--- src/rtl/wb_initiator_pkg.sv ---
// wb_initiator_pkg: shared command record and FSM state type for the Wishbone initiator
package wb_initiator_pkg;

    localparam int CMD_ADR_W = 32;
    localparam int CMD_DAT_W = 32;

    typedef struct packed {
        logic                   we;
        logic [CMD_ADR_W-1:0]   adr;
        logic [CMD_DAT_W-1:0]   dat;
        logic [CMD_DAT_W/8-1:0] sel;
    } cmd_t;

    typedef enum logic [1:0] {IDLE, BUS, RSP} state_t;

endpackage

--- src/rtl/wb_if.sv ---
// wb_if: classic single-cycle Wishbone bus bundle
interface wb_if #(
    parameter int ADDR_WIDTH = 32,
    parameter int DATA_WIDTH = 32
);
    logic [ADDR_WIDTH-1:0]   adr;
    logic [DATA_WIDTH-1:0]   dat_w;
    logic [DATA_WIDTH-1:0]   dat_r;
    logic [DATA_WIDTH/8-1:0] sel;
    logic                    we;
    logic                    cyc;
    logic                    stb;
    logic                    ack;
    logic                    err;

    modport master (output adr, dat_w, sel, we, cyc, stb, input dat_r, ack, err);
    modport slave  (input adr, dat_w, sel, we, cyc, stb, output dat_r, ack, err);
endinterface

--- src/rtl/wb_cmd_fifo.sv ---
// wb_cmd_fifo: synchronous FIFO for buffered commands, no bypass path
module wb_cmd_fifo #(
    parameter int WIDTH = 8,
    parameter int DEPTH = 4
) (
    input  logic             clk,
    input  logic             rst,
    input  logic             push,
    input  logic             pop,
    input  logic [WIDTH-1:0] din,
    output logic [WIDTH-1:0] dout,
    output logic             full,
    output logic             empty
);
    localparam int AW = $clog2(DEPTH);

    logic [WIDTH-1:0] mem [DEPTH];
    logic [AW-1:0]    wp, rp;
    logic [AW:0]      cnt;
    logic             push_ok, pop_ok;

    assign full    = cnt == (AW+1)'(DEPTH);
    assign empty   = cnt == '0;
    assign push_ok = push && !full;
    assign pop_ok  = pop && !empty;
    assign dout    = mem[rp];

    // storage array carries no reset; only written on accepted pushes
    always_ff @(posedge clk) begin
        if (push_ok) mem[wp] <= din;
    end

    // pointers and occupancy
    always_ff @(posedge clk or posedge rst) begin
        if (rst) begin
            wp  <= '0;
            rp  <= '0;
            cnt <= '0;
        end else begin
            wp  <= push_ok ? wp + 1'b1 : wp;
            rp  <= pop_ok ? rp + 1'b1 : rp;
            cnt <= cnt + (AW+1)'(push_ok) - (AW+1)'(pop_ok);
        end
    end
endmodule

--- src/rtl/wb_cmd_initiator.sv ---
// wb_cmd_initiator: runs buffered valid/ready commands as single Wishbone cycles with timeout
module wb_cmd_initiator
    import wb_initiator_pkg::*;
#(
    parameter int WB_ADDR_WIDTH  = CMD_ADR_W,
    parameter int WB_DATA_WIDTH  = CMD_DAT_W,
    parameter int CMD_FIFO_DEPTH = 4,
    parameter int TIMEOUT_CYCLES = 256
) (
    input  logic                       clk,
    input  logic                       rst,
    input  logic                       cmd_valid,
    output logic                       cmd_ready,
    input  logic                       cmd_we,
    input  logic [WB_ADDR_WIDTH-1:0]   cmd_adr,
    input  logic [WB_DATA_WIDTH-1:0]   cmd_dat,
    input  logic [WB_DATA_WIDTH/8-1:0] cmd_sel,
    output logic                       rsp_valid,
    input  logic                       rsp_ready,
    output logic [WB_DATA_WIDTH-1:0]   rsp_dat,
    output logic                       rsp_err,
    output logic                       rsp_timeout,
    wb_if.master                       m
);
    localparam int CW = $clog2(TIMEOUT_CYCLES);

    state_t        state;
    cmd_t          push_cmd, head;
    logic          full, empty, pop;
    logic [CW-1:0] tcnt;

    assign push_cmd  = '{we: cmd_we, adr: cmd_adr, dat: cmd_dat, sel: cmd_sel};
    assign cmd_ready = !full;
    assign pop       = state == IDLE && !empty;

    wb_cmd_fifo #(.WIDTH($bits(cmd_t)), .DEPTH(CMD_FIFO_DEPTH)) u_fifo (
        .clk  (clk),
        .rst  (rst),
        .push (cmd_valid),
        .pop  (pop),
        .din  (push_cmd),
        .dout (head),
        .full (full),
        .empty(empty)
    );

    // command sequencer: issue one bus cycle, wait for ACK/ERR/timeout, hold the response
    always_ff @(posedge clk or posedge rst) begin
        if (rst) begin
            state       <= IDLE;
            tcnt        <= '0;
            m.cyc       <= 1'b0;
            m.stb       <= 1'b0;
            m.we        <= 1'b0;
            m.adr       <= '0;
            m.dat_w     <= '0;
            m.sel       <= '0;
            rsp_valid   <= 1'b0;
            rsp_dat     <= '0;
            rsp_err     <= 1'b0;
            rsp_timeout <= 1'b0;
        end else begin
            case (state)
                IDLE: if (!empty) begin
                    m.we    <= head.we;
                    m.adr   <= head.adr;
                    m.dat_w <= head.dat;
                    m.sel   <= head.sel;
                    m.cyc   <= 1'b1;
                    m.stb   <= 1'b1;
                    tcnt    <= '0;
                    state   <= BUS;
                end
                BUS: begin
                    // a slave answer in the expiry cycle still counts as an answer
                    if (m.ack || m.err || tcnt == CW'(TIMEOUT_CYCLES - 1)) begin
                        m.cyc       <= 1'b0;
                        m.stb       <= 1'b0;
                        rsp_valid   <= 1'b1;
                        rsp_err     <= m.err || !m.ack;
                        rsp_timeout <= !m.ack && !m.err;
                        rsp_dat     <= (m.ack && !m.err && !m.we) ? m.dat_r : '0;
                        state       <= RSP;
                    end else begin
                        tcnt <= tcnt + 1'b1;
                    end
                end
                RSP: if (rsp_ready) begin
                    rsp_valid   <= 1'b0;
                    rsp_err     <= 1'b0;
                    rsp_timeout <= 1'b0;
                    rsp_dat     <= '0;
                    state       <= IDLE;
                end
                default: state <= IDLE;
            endcase
        end
    end
endmodule
--- src/flat_wrapper.sv ---
// flat-port wrapper written by rule: the top's interface ports become plain ports
module wb_cmd_initiator_flat import wb_initiator_pkg::*;
#(
    parameter int WB_ADDR_WIDTH  = CMD_ADR_W,
    parameter int WB_DATA_WIDTH  = CMD_DAT_W,
    parameter int CMD_FIFO_DEPTH = 4,
    parameter int TIMEOUT_CYCLES = 256
)
  (clk, rst, cmd_valid, cmd_ready, cmd_we, cmd_adr, cmd_dat, cmd_sel, rsp_valid, rsp_ready, rsp_dat, rsp_err, rsp_timeout, m_adr, m_dat_w, m_sel, m_we, m_cyc, m_stb, m_dat_r, m_ack, m_err);
  wb_if m_i ();
  input  logic clk;
  input  logic rst;
  input  logic cmd_valid;
  output logic cmd_ready;
  input  logic cmd_we;
  input  logic [WB_ADDR_WIDTH-1:0] cmd_adr;
  input  logic [WB_DATA_WIDTH-1:0] cmd_dat;
  input  logic [WB_DATA_WIDTH/8-1:0] cmd_sel;
  output logic rsp_valid;
  input  logic rsp_ready;
  output logic [WB_DATA_WIDTH-1:0] rsp_dat;
  output logic rsp_err;
  output logic rsp_timeout;
  output wire logic [$bits(m_i.adr)-1:0] m_adr;
  output wire logic [$bits(m_i.dat_w)-1:0] m_dat_w;
  output wire logic [$bits(m_i.sel)-1:0] m_sel;
  output wire logic [$bits(m_i.we)-1:0] m_we;
  output wire logic [$bits(m_i.cyc)-1:0] m_cyc;
  output wire logic [$bits(m_i.stb)-1:0] m_stb;
  input wire logic [$bits(m_i.dat_r)-1:0] m_dat_r;
  input wire logic [$bits(m_i.ack)-1:0] m_ack;
  input wire logic [$bits(m_i.err)-1:0] m_err;
  assign m_adr = m_i.adr;
  assign m_dat_w = m_i.dat_w;
  assign m_sel = m_i.sel;
  assign m_we = m_i.we;
  assign m_cyc = m_i.cyc;
  assign m_stb = m_i.stb;
  assign m_i.dat_r = m_dat_r;
  assign m_i.ack = m_ack;
  assign m_i.err = m_err;
  wb_cmd_initiator #(.WB_ADDR_WIDTH(WB_ADDR_WIDTH), .WB_DATA_WIDTH(WB_DATA_WIDTH), .CMD_FIFO_DEPTH(CMD_FIFO_DEPTH), .TIMEOUT_CYCLES(TIMEOUT_CYCLES)) u_core (.clk(clk), .rst(rst), .cmd_valid(cmd_valid), .cmd_ready(cmd_ready), .cmd_we(cmd_we), .cmd_adr(cmd_adr), .cmd_dat(cmd_dat), .cmd_sel(cmd_sel), .rsp_valid(rsp_valid), .rsp_ready(rsp_ready), .rsp_dat(rsp_dat), .rsp_err(rsp_err), .rsp_timeout(rsp_timeout), .m(m_i));
endmodule
--- config.mk ---
export PLATFORM = sky130hd
export DESIGN_NAME = wb_cmd_initiator_flat
export DESIGN_NICKNAME = d
export VERILOG_FILES = /design/src/rtl/wb_initiator_pkg.sv /design/src/rtl/wb_if.sv /design/src/rtl/wb_cmd_fifo.sv /design/src/rtl/wb_cmd_initiator.sv /design/src/flat_wrapper.sv
export SDC_FILE = /design/constraint.sdc
export NUM_CORES = 1
export LEC_CHECK = 0
export ABC_AREA = 1
export CORE_MARGIN = 8
export CORE_UTILIZATION = 50
export CTS_CLUSTER_SIZE = 30
export DETAILED_ROUTE_END_ITERATION = 8
export PLACE_DENSITY = 0.76
export SYNTH_ARGS = -nofsm -noshare
export SYNTH_HDL_FRONTEND = slang
export SYNTH_HIERARCHICAL = 1
export SYNTH_SLANG_ARGS = --single-unit
export TNS_END_PERCENT = 1
--- constraint.sdc ---
create_clock -name clk -period 4.4 [get_ports clk]
set_clock_uncertainty 0.05 [all_clocks]
set_input_delay 0.66 -clock clk [delete_from_list [all_inputs] [get_ports clk]]
set_output_delay 0.66 -clock clk [all_outputs]
set_load 0.05 [all_outputs]
==> run_summary.xml, run 1 <==
<?xml version="1.0" encoding="UTF-8"?>
<metrics>
  <group name="detailed_routing">
    <metric name="totalWireLength" unit="um">37000</metric>
    <metric name="avgViaCountPerCell" unit="">5.20</metric>
    <metric name="detail_route.first_pass.iterations" unit="">6</metric>
    <metric name="drtAntennaViolNets" unit="">0</metric>
    <metric name="drc" unit="">0</metric>
    <metric name="wl_per_cell" unit="um">17.0</metric>
    <metric name="first_iter_violations" unit="">812</metric>
    <metric name="routed_via_count" unit="">11300</metric>
  </group>
  <group name="worst_setup_path">
    <metric name="worstSetupEndpointType" unit="">output port</metric>
    <metric name="timing.critical_path.arrival" unit="ns">2.00</metric>
    <metric name="worst_setup_path_start_kind" unit="">flop</metric>
    <metric name="timing.critical_path.fanout_max" unit="">4</metric>
    <metric name="worstSetupPathType" unit="">flop to output port</metric>
    <metric name="required" unit="ns">3.69</metric>
  </group>
  <group name="pwr">
    <metric name="p_comb_share" unit="%">40.7</metric>
    <metric name="p_per_area" unit="mW/mm^2">746</metric>
    <metric name="irDropWorstVdd" unit="uV">466</metric>
    <metric name="sw_frac_of_total" unit="%">41.1</metric>
    <metric name="netsw" unit="mW">6.08</metric>
    <metric name="power_frac_seq" unit="%">37.1</metric>
    <metric name="total_power" unit="mW">14.8</metric>
    <metric name="power_leakage" unit="nW">8.49</metric>
    <metric name="clkPwrFrac" unit="%">22.2</metric>
    <metric name="int_power" unit="mW">8.72</metric>
  </group>
  <group name="cts">
    <metric name="cts.repair_timing.setup_buffer_count" unit="">0</metric>
    <metric name="clock_path_buffers" unit="">3</metric>
    <metric name="worstSkewPairLatency" unit="ns">0.52</metric>
    <metric name="cts.sinks" unit="">398</metric>
    <metric name="ctsHtreeMaxLevel" unit="">2</metric>
    <metric name="clk_pin_slew_worst_paths" unit="ns">0.06</metric>
    <metric name="cts.repair.resized" unit="">0</metric>
    <metric name="cts_hold_buffers" unit="">0</metric>
    <metric name="cts_tree" unit="">done</metric>
    <metric name="clock_buffer_count_from_cts" unit="">40</metric>
    <metric name="root_buffer" unit="">sky130_fd_sc_hd__clkbuf_16</metric>
  </group>
  <group name="layout">
    <metric name="design.final.nets" unit="">1852</metric>
    <metric name="post-route-cell-area" unit="sq mm">0.0198</metric>
    <metric name="finalNonFillerCells" unit="">2177</metric>
    <metric name="post-route-util" unit="%">61.6</metric>
    <metric name="synthToLayoutAreaGrowth" unit="%">22.6</metric>
    <metric name="final_layout_size_suffix_gt1_share" unit="%">5.15</metric>
  </group>
  <group name="synthesis">
    <metric name="ys_seq_elements" unit="">398</metric>
    <metric name="avgSynthCellArea" unit="sq um">10.5</metric>
    <metric name="ys_types" unit="">26</metric>
    <metric name="synthCells" unit="">1545</metric>
    <metric name="number_of_warnings_issued_by_yosys" unit="">6</metric>
    <metric name="synth_sequential_area_ratio" unit="%">70.1</metric>
    <metric name="mappedNetlistArea" unit="sq mm">0.0162</metric>
    <metric name="number_of_nets_produced_by_synthesis" unit="">1660</metric>
  </group>
  <group name="timing">
    <metric name="grt_setup_unrepaired" unit="">false</metric>
    <metric name="layout_worst_path_cycle_share" unit="%">61.5</metric>
    <metric name="fin_hold_ws" unit="ns">0.417</metric>
    <metric name="worst-slew-pin-transition" unit="ns">1.29</metric>
    <metric name="final-max-slew-violation-count" unit="">0</metric>
    <metric name="fin_setup_tns" unit="ns">0</metric>
    <metric name="clock.fmax" unit="MHz">369</metric>
    <metric name="timing.slew.headroom" unit="%">13.7</metric>
    <metric name="final_critical_path_setup_slack" unit="ns">1.69</metric>
    <metric name="final_period_minus_worst_setup_slack" unit="ns">2.71</metric>
    <metric name="finalHoldViolCount" unit="">0</metric>
    <metric name="finalSetupViolations" unit="">0</metric>
  </group>
  <group name="place">
    <metric name="gpl.final_weighted_congestion" unit="">0.816</metric>
    <metric name="place_area" unit="sq mm">0.0186</metric>
    <metric name="port_buffers" unit="">213</metric>
    <metric name="dp_slack" unit="ns">1.43</metric>
    <metric name="place.detailed.instances" unit="">2103</metric>
    <metric name="hpwl" unit="um">22400</metric>
  </group>
  <group name="outcome">
    <metric name="status" unit="">complete, no violations</metric>
  </group>
  <group name="global_routing">
    <metric name="global_route.overflow_total" unit="">0</metric>
    <metric name="number_of_antenna_violations_at_the_first_check_in_global_routing" unit="">6</metric>
    <metric name="grt_util_met3" unit="%">4.46</metric>
    <metric name="met1_usage" unit="%">23.5</metric>
    <metric name="grt_pass1_vias" unit="">11300</metric>
    <metric name="met2_usage" unit="%">32.2</metric>
    <metric name="pin_count_of_the_biggest_net_entering_global_routing" unit="">118</metric>
    <metric name="grt_busiest_layer" unit="">met2</metric>
    <metric name="global_route_wire_length_before_repair" unit="um">58500</metric>
    <metric name="grt_util_all_layers" unit="%">18.9</metric>
  </group>
  <group name="floorplanning">
    <metric name="floorplan.initialDensity" unit="%">50.2</metric>
    <metric name="floorplan.rows" unit="">66</metric>
    <metric name="die_y" unit="um">196</metric>
    <metric name="floorplan.die_area" unit="sq mm">0.0384</metric>
    <metric name="die_w" unit="um">196</metric>
    <metric name="num_io_pins" unit="">214</metric>
    <metric name="placeableCoreArea" unit="sq mm">0.0322</metric>
  </group>
  <group name="job">
    <metric name="cap_violations" unit="">0</metric>
  </group>
  <group name="hold_path">
    <metric name="worstHoldPathType" unit="">flop to flop</metric>
  </group>
</metrics>
cell usage in the layout, fill, tap and decap left out, drive strengths merged:
master / count
a21oi: 2
buf: 15
bufinv: 3
clkbuf: 54
clkdlybuf4s50: 213
clkinv: 13
clkinvlp: 3
dfrtp: 122
diode: 1
edfxtp: 276
fa: 1
ha: 7
inv: 103
nand2: 572
nand3: 53
nand3b: 3
nand4: 2
nor2: 183
nor3: 1
o21ai: 139
o21bai: 1
or2: 1
xor2: 1
cells by family after synthesis:
family,count (synthesis),share of synthesized area [%]
compound gates,142,4.41
xor+xnor,1,0.0541
fa+ha+maj,8,0.665
buf+inv,181,5.23
flops,398,70.1
simple gates,815,19.5
synth_stat cells (all sizes together):
cell type  instances  area, sq um
buf               53          367
a21oi              2         10.0
ha                 7         87.6
o21ai            139          696
nor3               1         5.00
nand2            572         2160
inv              102          383
nand3             53          265
nand3b             3         22.5
clkbuf            25         93.8
clkinv             1         3.75
edfxtp           276         8290
xor2               1         8.76
dfrtp            122         3050
nor2             183          687
or2                1         6.26
nand4              2         12.5
fa                 1         20.0
o21bai             1         7.51
registers in the layout, summed over array words and instances (netlist names), 2 cells and up:
signal             flops
u_core/m.adr          32
u_core/rsp_dat        32
u_core/u_fifo/rp       2
u_core/m.dat_w        32
u_core/m.sel           4
u_core/tcnt            8
u_core/u_fifo/cnt      3
u_core/u_fifo/wp       2
u_core/state           2
u_core/u_fifo/mem    276
power groups by stage:
| stage | clock network (mW) | registers [mW] | logic (mW) |
|---|---|---|---|
| 6_report | 3.28 | 5.49 | 6.03 |
| 5_1_grt | 3.49 | 5.59 | 6.61 |
| 4_1_cts | 3.35 | 5.49 | 6.08 |
| 3_5_place_dp | 0 | 5.56 | 6.05 |
| 3_3_place_gp | 0 | 5.52 | 5.94 |
| 2_1_floorplan | 0 | 6.91 | 2.89 |
cell type report:
| cell class | instances | area (sq um) |
|---|---|---|
| Fill cell | 2532 | 12400 |
| Clock inverter | 19 | 195 |
| Antenna cell | 1 | 2.50 |
| Sequential cell | 398 | 11300 |
| Inverter | 103 | 392 |
| Timing Repair Buffer | 228 | 2280 |
| Multi-Input combinational cell | 966 | 4030 |
| Clock buffer | 54 | 1080 |
| Tap cell | 408 | 510 |
worst paths after layout:
check                                     start                   end  slack (ns)  cells after the start
max in group asynchronous                   rst    u_core/m.dat_w[15]        2.61                      3
setup reg to reg                u_core/state[0]     u_core/rsp_dat[9]        1.73                      8
setup / recovery           u_core/u_fifo/cnt[1]             cmd_ready        1.69                      5
min in group asynchronous                   rst  u_core/u_fifo/cnt[1]        0.43                      2
hold / removal                 u_core/rsp_valid      u_core/rsp_valid        0.42                      2
hold reg to reg                u_core/rsp_valid      u_core/rsp_valid        0.42                      2
critical path, stage by stage, from the launching register on:
cell and delay [ns]:
sky130_fd_sc_hd__dfrtp_1 0.40, sky130_fd_sc_hd__nor2_1 0.14, sky130_fd_sc_hd__nand2_1 0.12, sky130_fd_sc_hd__inv_1 0.09, sky130_fd_sc_hd__inv_1 0.04, sky130_fd_sc_hd__clkdlybuf4s50_1 0.69
routing by layer:
layer	part of all wire [%]	vias to the layer above	routed length, um
met5	0.15	-	56
met4	2.4	10	903
met3	7.7	68	2830
met2	48	384	17800
met1	42	5465	15400
li1	-	5391	-
No activity file was read; power rests on OpenSTA's default activity.
==> run 2, diff against run 1 <==
- clock period: 4.4 -> 2.4 ns (I/O delays scaled with it)
==> run 2 against run 1 <==
Hold slack worse by 0.29 ns. Worst setup slack worse by 1.5 ns. Largest power group unchanged. Design area is 1.6% higher. Largest cell class unchanged. Highest routed layer unchanged. Sequential share of layout area is 0.90 points lower. Wire length is 0.57% lower.
==> run_summary.xml, run 2 (synthesis gave the netlist of run 1 again) <==
<?xml version="1.0" encoding="UTF-8"?>
<metrics>
  <group name="outcome">
    <metric name="status" unit="">complete, no violations</metric>
  </group>
  <group name="cts">
    <metric name="cts_tree" unit="">done</metric>
    <metric name="cts.repair_timing.setup_buffer_count" unit="">0</metric>
    <metric name="clock_path_buffers" unit="">3</metric>
    <metric name="clock_buffer_count_from_cts" unit="">41</metric>
    <metric name="worstSkewPairLatency" unit="ns">0.52</metric>
    <metric name="cts.sinks" unit="">398</metric>
    <metric name="clk_pin_slew_worst_paths" unit="ns">0.06</metric>
    <metric name="root_buffer" unit="">sky130_fd_sc_hd__clkbuf_16</metric>
    <metric name="ctsHtreeMaxLevel" unit="">2</metric>
  </group>
  <group name="layout">
    <metric name="largest_register_ff_count" unit="">276</metric>
    <metric name="design.final.nets" unit="">1864</metric>
    <metric name="most_frequent_standard_cell_in_the_layout_excluding_fill_and_tap_cells" unit="">sky130_fd_sc_hd__nand2_1</metric>
    <metric name="final_layout_size_suffix_gt1_share" unit="%">5.95</metric>
    <metric name="mostFrequentLayoutCells" unit="">568 x sky130_fd_sc_hd__nand2_1, 276 x sky130_fd_sc_hd__edfxtp_1, 212 x sky130_fd_sc_hd__clkdlybuf4s50_1, 178 x sky130_fd_sc_hd__nor2_1, 121 x sky130_fd_sc_hd__dfrtp_1</metric>
    <metric name="finalNonFillerCells" unit="">2190</metric>
    <metric name="max_flop_register" unit="">u_core/u_fifo/mem</metric>
    <metric name="synthToLayoutAreaGrowth" unit="%">24.6</metric>
  </group>
  <group name="place">
    <metric name="port_buffers" unit="">213</metric>
    <metric name="dp_slack" unit="ns">0.132</metric>
    <metric name="place.detailed.instances" unit="">2114</metric>
    <metric name="hpwl" unit="um">22100</metric>
    <metric name="gpl.final_weighted_congestion" unit="">0.780</metric>
  </group>
  <group name="global_routing">
    <metric name="number_of_antenna_violations_at_the_first_check_in_global_routing" unit="">2</metric>
    <metric name="grt_util_all_layers" unit="%">18.8</metric>
    <metric name="pin_count_of_the_biggest_net_entering_global_routing" unit="">85</metric>
    <metric name="global_route.overflow_total" unit="">0</metric>
    <metric name="global_route_wire_length_before_repair" unit="um">58400</metric>
    <metric name="grt_pass1_vias" unit="">11200</metric>
  </group>
  <group name="detailed_routing">
    <metric name="first_iter_violations" unit="">920</metric>
    <metric name="detail_route.first_pass.iterations" unit="">5</metric>
    <metric name="routed_via_count" unit="">11200</metric>
    <metric name="avgViaCountPerCell" unit="">5.12</metric>
    <metric name="totalWireLength" unit="um">36800</metric>
    <metric name="drtAntennaViolNets" unit="">0</metric>
    <metric name="drc" unit="">0</metric>
    <metric name="wl_per_cell" unit="um">16.8</metric>
  </group>
  <group name="worst_setup_path">
    <metric name="crit_buf_inv" unit="">1</metric>
    <metric name="critical_path.max_stage_delay" unit="ns">0.85</metric>
    <metric name="cp_slowest_cell" unit="">sky130_fd_sc_hd__clkdlybuf4s50_1</metric>
    <metric name="worstSetupPathType" unit="">flop to output port</metric>
    <metric name="critical_path.reg2reg.startpoint" unit="">u_core/u_fifo/cnt[1]</metric>
    <metric name="worstSetupEndpointType" unit="">output port</metric>
    <metric name="worst_setup_path_start_kind" unit="">flop</metric>
    <metric name="timing.critical_path.arrival" unit="ns">1.82</metric>
    <metric name="required" unit="ns">1.99</metric>
    <metric name="timing.critical_path.fanout_max" unit="">3</metric>
    <metric name="timing.critical_path.from" unit="">u_core/m.we</metric>
    <metric name="crit_path_cell_trace" unit="">clkdlybuf4s50_1</metric>
    <metric name="worst_path_dominant_cell_family" unit="">buffers and inverters</metric>
  </group>
  <group name="pwr">
    <metric name="irDropWorstVdd" unit="uV">823</metric>
    <metric name="power_leakage" unit="nW">8.62</metric>
    <metric name="p_per_area" unit="mW/mm^2">1380</metric>
  </group>
  <group name="floorplanning">
    <metric name="floorplan.initialDensity" unit="%">50.2</metric>
    <metric name="die_y" unit="um">196</metric>
    <metric name="die_w" unit="um">196</metric>
    <metric name="floorplan.rows" unit="">66</metric>
    <metric name="placeableCoreArea" unit="sq mm">0.0322</metric>
    <metric name="num_io_pins" unit="">214</metric>
    <metric name="floorplan.die_area" unit="sq mm">0.0384</metric>
  </group>
  <group name="job">
    <metric name="cap_violations" unit="">0</metric>
  </group>
  <group name="timing">
    <metric name="fin_setup_tns" unit="ns">0</metric>
    <metric name="clock.fmax" unit="MHz">448</metric>
    <metric name="finalSetupViolations" unit="">0</metric>
    <metric name="finalHoldViolCount" unit="">0</metric>
    <metric name="final_period_minus_worst_setup_slack" unit="ns">2.23</metric>
    <metric name="worst-slew-pin-transition" unit="ns">0.972</metric>
    <metric name="final_critical_path_setup_slack" unit="ns">0.168</metric>
    <metric name="grt_setup_unrepaired" unit="">false</metric>
    <metric name="final-max-slew-violation-count" unit="">0</metric>
    <metric name="timing.slew.headroom" unit="%">35.2</metric>
    <metric name="layout_worst_path_cycle_share" unit="%">93.0</metric>
  </group>
  <group name="hold_path">
    <metric name="worstHoldPathType" unit="">input pin to async pin</metric>
  </group>
</metrics>
==> run 2: changes by cell type in the layout (fill, tap and decap cells not counted), moves of 3 or more <==
| cell | before | now |
|---|---|---|
| sky130_fd_sc_hd__clkinv_2 | 9 | 5 |
| sky130_fd_sc_hd__buf_12 | 3 | 14 |
| sky130_fd_sc_hd__clkbuf_1 | 12 | 9 |
| sky130_fd_sc_hd__inv_6 | 1 | 4 |
| sky130_fd_sc_hd__clkinv_1 | 2 | 6 |
| sky130_fd_sc_hd__bufinv_16 | 3 | 6 |
==> run 2: where the power goes <==
| part | switching (mW) | leakage (nW) | internal [mW] | total, mW |
|---|---|---|---|---|
| combinational | 7.98 | 3.86 | 3.40 | 11.4 |
| clock | 2.53 | 0.661 | 3.87 | 6.40 |
| sequential | 0.788 | 4.10 | 9.27 | 10.1 |
==> run 2: area by class of cell <==
type                       instances  area [sq um]
sequential                       398         11300
multi-input combinational        966          4030
timing repair buffer             239          2500
tap                              408           510
clock inverter                    23           282
clock buffer                      52          1090
inverter                         103           393
fill                            2502         12100
antenna                            1          2.50
==> run 2: routing by layer <==
metal	up-vias	global-route usage [%]	part of all wire (%)
li1	5413	-	-
met1	5387	24.2	43
met2	364	32.1	49
met3	47	3.98	6.7
met4	2	4.97	1.7
met5	-	0	0.035
==> run 2: final timing paths <==
| check | to | slack, ns | depth (start not counted) |
|---|---|---|---|
| worst max-delay path | m_we | 0.17 | 1 |
| worst min-delay path | u_core/u_fifo/rp[0] | 0.13 | 2 |
| worst max register to register | u_core/u_fifo/cnt[2] | 0.19 | 13 |
| worst min register to register | u_core/rsp_dat[28] | 0.42 | 2 |
| max in group asynchronous | u_core/rsp_dat[5] | 1.43 | 3 |
| min in group clk | u_core/u_fifo/mem[2][2] | 0.42 | 1 |
==> run 2: timing repair <==
item	4_1_cts	5_1_grt
hold buffers	0	0
setup endpoints to repair	1	2
resized for setup	1	3
==> run 2: through the flow <==
stage	util (%)	hold slack [ns]	power, mW	cell area [sq um]
floorplan	-	0.113	17.9	16200
global placement	58.3	0.403	21.3	18800
detailed placement	58.3	0.408	21.6	18800
CTS	62.5	0.109	28.1	20100
global route	62.6	0.145	29.5	20200
finish	62.6	0.128	27.8	20200
